### src/rtl/ras_pkg.sv
// ras_pkg -- shared widths and FSM state type for the RAS halfword-to-word
// receiver (ras_rx32) and its 2-entry output FIFO (ras_fifo2).
//   HALF_W      : width of one incoming stream halfword
//   WORD_W      : width of one assembled output word
//   CNT_W       : width of the per-frame word counter and the frame counter
//   ras_state_t : receiver FSM states
package ras_pkg;

  localparam int unsigned HALF_W = 16;
  localparam int unsigned WORD_W = 32;
  localparam int unsigned CNT_W  = 16;

  typedef enum logic [1:0] {
    IDLE  = 2'd0,
    LO    = 2'd1,
    HI    = 2'd2,
    DRAIN = 2'd3
  } ras_state_t;

endpackage

### src/rtl/ras_rx32_if.sv
// ras_rx32_if -- stream bundle for ras_rx32.
//   rasin_valid/rasin_data/rasin_ready : halfword stream into the receiver
//   out_valid/out_data/out_ready       : assembled word stream to the loader
// Modports:
//   slave  : the receiver (consumes halfwords, produces words)
//   master : the surrounding system (produces halfwords, consumes words)
interface ras_rx32_if;
  import ras_pkg::*;

  logic              rasin_valid;
  logic [HALF_W-1:0] rasin_data;
  logic              rasin_ready;
  logic              out_valid;
  logic [WORD_W-1:0] out_data;
  logic              out_ready;

  modport slave (
    input  rasin_valid, rasin_data, out_ready,
    output rasin_ready, out_valid, out_data
  );

  modport master (
    output rasin_valid, rasin_data, out_ready,
    input  rasin_ready, out_valid, out_data
  );

endinterface

### src/rtl/ras_fifo2.sv
// ras_fifo2 -- 2-entry FIFO with registered occupancy.
// Ports:
//   clk, rst_n : rising-edge clock, asynchronous active-low reset
//   push       : write push_data (accepted when not full, or when full and
//                popping in the same cycle)
//   push_data  : data to write
//   pop        : discard the head entry (ignored when empty)
//   head       : current head entry (cleared by reset)
//   full/empty : occupancy flags
//   count      : registered occupancy, 0..2
module ras_fifo2
  import ras_pkg::*;
#(
  parameter int unsigned W = WORD_W
) (
  input  logic         clk,
  input  logic         rst_n,
  input  logic         push,
  input  logic [W-1:0] push_data,
  input  logic         pop,
  output logic [W-1:0] head,
  output logic         full,
  output logic         empty,
  output logic [1:0]   count
);

  logic [W-1:0] mem [2];
  logic         wr_ptr;
  logic         rd_ptr;
  logic         do_push;
  logic         do_pop;

  assign empty   = (count == 2'd0);
  assign full    = (count == 2'd2);
  assign do_pop  = pop && !empty;
  // When full, the slot being written is the one being popped this cycle.
  assign do_push = push && (!full || do_pop);
  assign head    = mem[rd_ptr];

  always_ff @(posedge clk or negedge rst_n) begin
    if (!rst_n) begin
      mem[0] <= '0;
      mem[1] <= '0;
      wr_ptr <= 1'b0;
      rd_ptr <= 1'b0;
      count  <= '0;
    end else begin
      if (do_push) begin
        mem[wr_ptr] <= push_data;
        wr_ptr      <= ~wr_ptr;
      end
      if (do_pop) begin
        rd_ptr <= ~rd_ptr;
      end
      count <= count + 2'(do_push) - 2'(do_pop);
    end
  end

endmodule

### src/rtl/ras_rx32.sv
// ras_rx32 -- RAS halfword stream to 32-bit word receiver.
// After ap_start in IDLE, collects WORDS pairs of halfwords (first halfword
// becomes bits [15:0], second bits [31:16]), queues each word in a 2-entry
// FIFO and, once the FIFO has drained, pulses done and returns to IDLE.
// Parameters:
//   WORDS : 32-bit words per frame, 1..65535
// Ports:
//   clk, rst_n : rising-edge clock, asynchronous active-low reset
//   ap_start   : frame start request (only honoured in IDLE)
//   bus        : ras_rx32_if.slave (halfword stream in, word stream out)
//   done       : one-cycle pulse at frame completion
//   busy       : high whenever the FSM is not IDLE
//   frame_cnt  : completed-frame counter, only with RAS_RX32_FRAMECNT_EN
// Build option:
//   RAS_RX32_FRAMECNT_EN : adds the frame_cnt output and its register
module ras_rx32
  import ras_pkg::*;
#(
  parameter int unsigned WORDS = 1024
) (
  input  logic             clk,
  input  logic             rst_n,
  input  logic             ap_start,
  ras_rx32_if.slave        bus,
  output logic             done,
  output logic             busy
`ifdef RAS_RX32_FRAMECNT_EN
  ,
  output logic [CNT_W-1:0] frame_cnt
`endif
);

  ras_state_t        state;
  ras_state_t        state_nx;
  logic [HALF_W-1:0] hold;
  logic [CNT_W-1:0]  word_cnt;
  logic              rdy;
  logic              hs;
  logic              lo_hs;
  logic              push;
  logic              last_word;
  logic              drain_exit;
  logic              fifo_full;
  logic              fifo_empty;
  logic [1:0]        fifo_count;
  logic [WORD_W-1:0] fifo_head;

  // 17-bit compare so WORDS=65535 cannot wrap the counter.
  assign last_word  = (({1'b0, word_cnt} + 17'd1) == 17'(WORDS));
  assign hs         = bus.rasin_valid && rdy;
  assign lo_hs      = (state == LO) && hs;
  assign push       = (state == HI) && hs;
  assign drain_exit = (state == DRAIN) && fifo_empty;

  always_comb begin
    state_nx = state;
    rdy      = 1'b0;
    unique case (state)
      IDLE: begin
        if (ap_start) state_nx = LO;
      end
      LO: begin
        rdy = 1'b1;
        if (bus.rasin_valid) state_nx = HI;
      end
      HI: begin
        // Registered occupancy only: no combinational path from out_ready.
        rdy = !fifo_full;
        if (bus.rasin_valid && !fifo_full) state_nx = last_word ? DRAIN : LO;
      end
      DRAIN: begin
        if (fifo_empty) state_nx = IDLE;
      end
      default: state_nx = IDLE;
    endcase
  end

  always_ff @(posedge clk or negedge rst_n) begin
    if (!rst_n) state <= IDLE;
    else        state <= state_nx;
  end

  // done is registered on the DRAIN->IDLE edge, so it is high in the same
  // cycle busy first reads low.
  always_ff @(posedge clk or negedge rst_n) begin
    if (!rst_n) begin
      hold     <= '0;
      word_cnt <= '0;
      done     <= 1'b0;
    end else begin
      if (lo_hs) hold <= bus.rasin_data;
      if (drain_exit)  word_cnt <= '0;
      else if (push)   word_cnt <= word_cnt + 1'b1;
      done <= drain_exit;
    end
  end

  ras_fifo2 #(.W(WORD_W)) u_fifo (
    .clk       (clk),
    .rst_n     (rst_n),
    .push      (push),
    .push_data ({bus.rasin_data, hold}),
    .pop       (bus.out_ready),
    .head      (fifo_head),
    .full      (fifo_full),
    .empty     (fifo_empty),
    .count     (fifo_count)
  );

  assign bus.rasin_ready = rdy;
  assign bus.out_valid   = (fifo_count != 2'd0);
  assign bus.out_data    = fifo_head;
  assign busy            = (state != IDLE);

`ifdef RAS_RX32_FRAMECNT_EN
  logic [CNT_W-1:0] frame_cnt_q;

  always_ff @(posedge clk or negedge rst_n) begin
    if (!rst_n)          frame_cnt_q <= '0;
    else if (drain_exit) frame_cnt_q <= frame_cnt_q + 1'b1;
  end

  assign frame_cnt = frame_cnt_q;
`endif

endmodule
### src/flat_wrapper.sv
// flat-port wrapper written by rule: the top's interface ports become plain ports
module ras_rx32_flat import ras_pkg::*;
#(
  parameter int unsigned WORDS = 1024
)
  (clk, rst_n, ap_start, done, busy, bus_rasin_valid, bus_rasin_data, bus_out_ready, bus_rasin_ready, bus_out_valid, bus_out_data);
  ras_rx32_if bus_i ();
  input  logic clk;
  input  logic rst_n;
  input  logic ap_start;
  output logic done;
  output logic busy;
  input wire logic [$bits(bus_i.rasin_valid)-1:0] bus_rasin_valid;
  input wire logic [$bits(bus_i.rasin_data)-1:0] bus_rasin_data;
  input wire logic [$bits(bus_i.out_ready)-1:0] bus_out_ready;
  output wire logic [$bits(bus_i.rasin_ready)-1:0] bus_rasin_ready;
  output wire logic [$bits(bus_i.out_valid)-1:0] bus_out_valid;
  output wire logic [$bits(bus_i.out_data)-1:0] bus_out_data;
  assign bus_i.rasin_valid = bus_rasin_valid;
  assign bus_i.rasin_data = bus_rasin_data;
  assign bus_i.out_ready = bus_out_ready;
  assign bus_rasin_ready = bus_i.rasin_ready;
  assign bus_out_valid = bus_i.out_valid;
  assign bus_out_data = bus_i.out_data;
  ras_rx32 #(.WORDS(WORDS)) u_core (.clk(clk), .rst_n(rst_n), .ap_start(ap_start), .bus(bus_i), .done(done), .busy(busy));
endmodule
### config.mk
export PLATFORM = sky130hd
export DESIGN_NAME = ras_rx32_flat
export DESIGN_NICKNAME = d
export VERILOG_FILES = /design/src/rtl/ras_pkg.sv /design/src/rtl/ras_rx32_if.sv /design/src/rtl/ras_fifo2.sv /design/src/rtl/ras_rx32.sv /design/src/flat_wrapper.sv
export SDC_FILE = /design/constraint.sdc
export NUM_CORES = 1
export LEC_CHECK = 0
export ABC_AREA = 1
export CORE_UTILIZATION = 32
export CTS_BUF_LIST = sky130_fd_sc_hd__clkbuf_16
export CTS_CLUSTER_SIZE = 24
export DETAILED_ROUTE_END_ITERATION = 8
export PLACE_DENSITY = 0.57
export SETUP_SLACK_MARGIN = 0.4
export SYNTH_ARGS = -nofsm -noshare
export SYNTH_HDL_FRONTEND = slang
export SYNTH_HIERARCHICAL = 1
export SYNTH_SLANG_ARGS = --single-unit
### constraint.sdc
create_clock -name clk -period 2.24 [get_ports clk]
set_input_delay 0.448 -clock clk [delete_from_list [all_inputs] [get_ports clk]]
set_output_delay 0.448 -clock clk [all_outputs]
set_load 0.005 [all_outputs]
==> flow_metrics.env <==
export IMPL_grt_ovfl_total=0
export IMPL_synth_adder_area_share_pct=1.93
export IMPL_yosysWarnings=6
export IMPL_tightest_slew_ns=0.585
export IMPL_cts_tree="yes"
export IMPL_slew_violations=0
export IMPL_p_leak_nw=3.75
export IMPL_layout_nets=769
export IMPL_maxCapViolations=0
export IMPL_wire_per_inst_um=17.1
export IMPL_max_vdd_ir_drop_uv=541
export IMPL_dp_hpwl_um=8580
export IMPL_yosysTopAreaCell="dfrtp_1"
export IMPL_path_delay_family="buffers and inverters"
export IMPL_worst_clock_skew_ns=0.0107
export IMPL_dieArea_um2=16700
export IMPL_synth_main_ff_cell="dfrtp_1"
export IMPL_syn_avg_cell_area_um2=8.14
export IMPL_setup_violations=0
export IMPL_outcome="completed"
export IMPL_worstRegToRegCells=14
export IMPL_grt_start_max_net_pins=66
export IMPL_hold_violations=0
export IMPL_area_growth_pct=49.8
export IMPL_grt_pass1_wl_um=25000
export IMPL_fmax_mhz=486
export IMPL_synth_edf_count=0
export IMPL_dr_first_iter_drc_count=257
export IMPL_crit_chain="inv_4 -> buf_12 -> nand2_1 -> nand2_1 -> clkdlybuf4s50_1"
export IMPL_cts_root_buf="clkbuf_16"
export IMPL_timing_slew_headroom_pct=61.0
export IMPL_grt_usage_pct=19.8
export IMPL_r2r_end="u_core/u_fifo/mem[47]"
export IMPL_synth_compound_area_share_pct=2.67
export IMPL_synth_top_cells_by_area="dfrtp_1 (50%), nand2_1 (21%), nand4_1 (8.4%)"
export IMPL_yosysTopAreaCellShare_pct=49.6
export IMPL_die_x_um=129
export IMPL_drt_first_pass_iters=5
export IMPL_finalSetupTns_ns=0
export IMPL_synth_simple_area_share_pct=34.9
export IMPL_async_flop_share_pct=100
export IMPL_end_kind="output pin"
export IMPL_clkLatencyLatePin_ns=0.36
export IMPL_drive_above_1_share_pct=42.8
export IMPL_ios=57
export IMPL_antennaDiodeCount=0
export IMPL_numClockSinks=103
export IMPL_fp_dieH_um=129
export IMPL_grt_pass1_vias=4659
export IMPL_p_total_mw=9.18
export IMPL_synthXorXnorAreaFrac_pct=0.675
export IMPL_startpoint_type="flip-flop"
export IMPL_antenna_found_initial=0
export IMPL_coreArea_um2=15900
export IMPL_cp_common_cell="nand2_1"
export IMPL_placementRows=46
export IMPL_power_density_nw_per_um2=1180
export IMPL_path_clk_slew_ns=0.07
export IMPL_arrival_ns=1.61
export IMPL_nFillCells=1476
export IMPL_ys_ff_latch=103
export IMPL_synth_commonest_cells="nand2_1 (290), dfrtp_1 (103), nand4_1 (70)"
export IMPL_ctsHtreeMaxLevel=3
export IMPL_min_period_ns=2.06
export IMPL_cts_made_buffers=9
export IMPL_start_util_pct=32.7
export IMPL_ys_types=29
export IMPL_io_buffers=56
export IMPL_vias=4889
export IMPL_synth_cells=638
export IMPL_cts_hold_buf=0
export IMPL_synth_nets=667
export IMPL_synth_top_family_by_area="simple AND/OR/NAND/NOR gates"
export IMPL_synth_mux_area_share_pct=3.47
export IMPL_vias_per_cell=5.09
export IMPL_r2r_setup_slack_ns=0.20
export IMPL_crit_buf_inv=3
export IMPL_reg2reg_from="u_core/state[0]"
export IMPL_yosysMostFrequentCell="nand2_1"
export IMPL_drt_wl_total_um=16500
export IMPL_cts_max_path_buffers=2
export IMPL_cpPeakStageDelay_ns=0.51
export IMPL_worst_path_max_fanout=5
export IMPL_gp_congestion=0.768
export IMPL_post_route_period_util_pct=91.8
export IMPL_ant_nets=0
export IMPL_min_path_type="input pin to async pin"
export IMPL_synth_area_um2=5190
export IMPL_slowest_stage="clkdlybuf4s50_1"
export IMPL_crit_required_ns=1.79
export IMPL_yosysSeqAreaShare_pct=49.6
export IMPL_rsz0062_at_grt="yes"
export IMPL_drc_errors=0
export IMPL_path_class="flip-flop to output pin"
==> worst max-delay path by stage <==
stage                               startpoint                      to  slack (ns)  depth (start not counted)
after floorplan                u_core/state[1]  u_core/u_fifo/count[1]        0.06                         15
after global placement         bus_rasin_valid  u_core/u_fifo/count[1]        0.24                         10
after detailed placement       u_core/state[0]  u_core/u_fifo/count[1]        0.20                         14
after CTS                 u_core/u_fifo/rd_ptr        bus_out_data[14]        0.16                          4
after global routing           u_core/state[0]  u_core/u_fifo/count[1]        0.09                         15
final                     u_core/u_fifo/rd_ptr         bus_out_data[4]        0.18                          5
==> flip-flops by register name (all words and copies together), names as in the netlist <==
signal,count
u_core/u_fifo/mem,64
u_core/u_fifo/count,2
u_core/u_fifo/rd_ptr,1
u_core/u_fifo/wr_ptr,1
u_core/hold,16
u_core/word_cnt,16
u_core/done,1
u_core/state,2
==> stage by stage <==
stage | area (um^2) | setup WS, ns | util [%] | hold slack (ns) | cells
3_3_place_gp | 5960 | 0.244 | 37.5 | 0.453 | 887
6_report | 7780 | 0.184 | 49.0 | 0.0750 | 961
2_1_floorplan | 5220 | 0.0584 | - | 0.152 | 638
5_1_grt | 7780 | 0.0927 | 49.0 | 0.115 | 961
3_5_place_dp | 5960 | 0.204 | 37.5 | 0.459 | 887
4_1_cts | 6990 | 0.163 | 44.0 | 0.0862 | 945
==> report_power, final <==
| part | switching [mW] | internal, mW | leakage (nW) |
|---|---|---|---|
| clock network | 0.741 | 0.754 | 0.129 |
| registers | 0.693 | 2.52 | 1.35 |
| logic | 2.17 | 2.31 | 2.27 |
| total | 3.60 | 5.58 | 3.75 |
==> worst register-to-register path: cells and delay by family (launching register included) <==
| family | cells | cell delay, ns |
|---|---|---|
| buf+inv | 7 | 0.78 |
| simple gates | 5 | 0.45 |
| flops | 1 | 0.41 |
| compound gates | 1 | 0.16 |
| fa+ha+maj | 1 | 0.15 |
==> layout by cell type (no fill, tap or decap), types with 2 or more instances in the layout <==
master           count
dlygate4sd2_1        2
clkbuf_16           10
dlymetal6s2s_1       2
buf_4               28
nor2_4               3
buf_8                2
buf_12              13
nand2_2             84
mux2_2              16
nand2_1            151
inv_4                3
nand2_4             57
clkdlybuf4s50_1     21
buf_6               31
o21ai_0             11
nand3_1             14
ha_1                 3
dfrtp_1             98
buf_2               18
nand3_2              3
dfrtp_2              5
xor2_1               3
buf_16              10
nand4_1             70
inv_2                8
clkinvlp_4           3
nand3_4              2
nor3_1               2
a21oi_1              2
nor2_1              19
inv_1               24
nor2_2               4
ha_2                 2
o22ai_2              6
ha_4                 3
==> routing by layer <==
metal	GRT usage [%]	vias up	share of wire (%)
li1	-	2293	-
met1	24.7	2432	40
met2	33.8	136	53
met3	4.21	28	5.4
met4	7.27	0	1.7
met5	0	-	0
==> layout make-up <==
class | instances | area, um^2 | area share [%]
sequential | 103 | 2580 | 33.2
timing repair buffer | 129 | 1500 | 19.3
inverter | 34 | 135 | 1.74
multi-input combinational | 463 | 3020 | 38.8
clock buffer | 9 | 225 | 2.90
clock inverter | 7 | 48.8 | 0.627
tap | 216 | 270 | 3.47
==> repair_timing <==
item	CTS	global route
pin swaps	13	23
resized for setup	219	186
endpoints found under the setup margin	103	117
buffers inserted	32	15
cloned	10	1
hold endpoints to repair	0	0
==> cell families after synthesis <==
logic type	after synthesis
AND/OR/NAND/NOR	411
flip-flops	103
buffers and inverters	72
AO/OA/AOI/OAI	24
multiplexers	16
adder cells (fa/ha/maj)	8
XOR/XNOR	4
Note: power is estimated with default switching activity, not from simulation.
==> patch: new RTL, same settings <==
The 4 states of `ras_state_t` get a Gray code encoding in 2 bits.
--- a/src/rtl/ras_pkg.sv
+++ b/src/rtl/ras_pkg.sv
@@ -13,6 +13,6 @@
   typedef enum logic [1:0] {
-    IDLE  = 2'd0,
-    LO    = 2'd1,
-    HI    = 2'd2,
-    DRAIN = 2'd3
+    IDLE  = 2'b00,
+    LO    = 2'b01,
+    HI    = 2'b11,
+    DRAIN = 2'b10
   } ras_state_t;
Check against the original RTL: same outputs for any inputs over 10 cycles, from zero or initial values and one cycle with rst_n low; not proved beyond that.
==> patch against the unedited design <==
  * Synthesized cell count decreased by 1.1%
  * Power decreased by 2.7%
  * Routed wire length decreased by 12%
  * Global-route usage decreased by 1.3 points
  * Sequential cell count unchanged
  * Clock power increased by 13%
  * Setup slack improved by 76 ps
  * First-iteration DRC count increased by 76%
  * Sequential power decreased by 3%
  * Cell area decreased by 15%
  * Fmax increased by 3.8%
  * Synthesized area decreased by 1.6%
  * Core utilization decreased by 6.1 points
  * Critical path type unchanged
  * Highest routed layer unchanged
==> patch: results (changes against the unedited design) <==
| Metric | Value |
|---|---|
| Run status | `finished clean (unchanged)` |
| Non-clk buf share | `0.145 (was 0.193)` |
| Slowest stage delay, CP | `410 ps (was 510 ps)` |
| GPL Wtd Cong | `0.847 (was 0.768)` |
| Met1 Track Usage GR | `0.237 (was 0.247)` |
| CP Capture Point | `bus_out_data[10] (was bus_out_data[4])` |
| Net Sw Frac | `0.391 (was 0.392)` |
| Most frequent cells after synthesis | `nand2_1, dfrtp_1, nand4_1, inv_1, buf_2 (was nand2_1, dfrtp_1, nand4_1, inv_1, nor2_1)` |
| Metal2 WL | `7.20 mm (was 8.67 mm)` |
| Register area share after synthesis | `0.504 (was 0.496)` |
| Non-clock buffer count | `102 (was 129)` |
| Reg-to-reg endpoint | `u_core/state[1]$_DFFE_PN0P_ (was u_core/u_fifo/mem[47]$_DFFE_PN0P_)` |
| Metal-1 WL | `6.61 mm (was 6.63 mm)` |
| Crit-path slowest cell | `dfrtp_2 (was clkdlybuf4s50_1)` |
| Sequential cell area share | `0.392 (was 0.332)` |
| # resized after CTS | `105 (was 219)` |
| WP data arrival | `1530 ps (was 1610 ps)` |
| Reg2reg setup slack | `460 ps (was 200 ps)` |
| Mapped Nets | `654 (was 667)` |
| DR vias | `4538 (was 4889)` |
| Fraction of area in multi-input gates | `0.356 (was 0.388)` |
| Synth unique cells | `28 (was 29)` |
| Hpwl dp | `8.50 mm (was 8.58 mm)` |
| Met3 GRT Util | `0.0399 (was 0.0421)` |
| Synth Area in Compound Gates | `0.0191 (was 0.0267)` |
| Adder-cell share of the synthesized area | `0.00490 (was 0.0193)` |
| WL final | `14.5 mm (was 16.5 mm)` |
| Met2 usage in global routing | `0.315 (was 0.338)` |
| Worst Clk Skew | `8.98 ps (was 10.7 ps)` |
| Met3 wire len | `590 µm (was 888 µm)` |
| NumNets Final | `728 (was 769)` |
| Fillers | `1524 (was 1476)` |
| Ratio of cells with drive above 1 in the final layout | `0.248 (was 0.428)` |
| Maximum VDD drop | `505 µV (was 541 µV)` |
| Worst slew pin tran | `517 ps (was 585 ps)` |
| Vias in the first global route | `4555 (was 4659)` |
## patch: power groups by stage
stage	registers (µW)	logic (µW)	clock network (µW)
after floorplan	2980	2100	0
after global placement	3080	3500	0
after detailed placement	3100	3580	0
after CTS	3070	3950	1750
after global routing	3210	4540	1830
final	3110	4110	1700
## patch: kinds of logic (layout without fill, tap and decap cells)
kind of cell               after synthesis  after routing
muxes                                   16             16
buffers and inverters                   69            148
AOI/OAI and AO/OA                       18             18
xor gates and xnor gates                 4              4
DFF                                    103            103
and+or+nand+nor                        419            419
adders and majority gates                2              2
## patch: metrics by stage
step	std cells	total power (µW)	instance area, µm²	setup WS (ps)	hold slack, ps
after detailed placement	877	6690	5920	196	458
after global routing	921	9580	6580	208	83.7
final	921	8930	6580	259	63.1
after CTS	917	8770	6480	197	71.0
after floorplan	631	5080	5140	70.1	152
after global placement	877	6580	5920	250	454
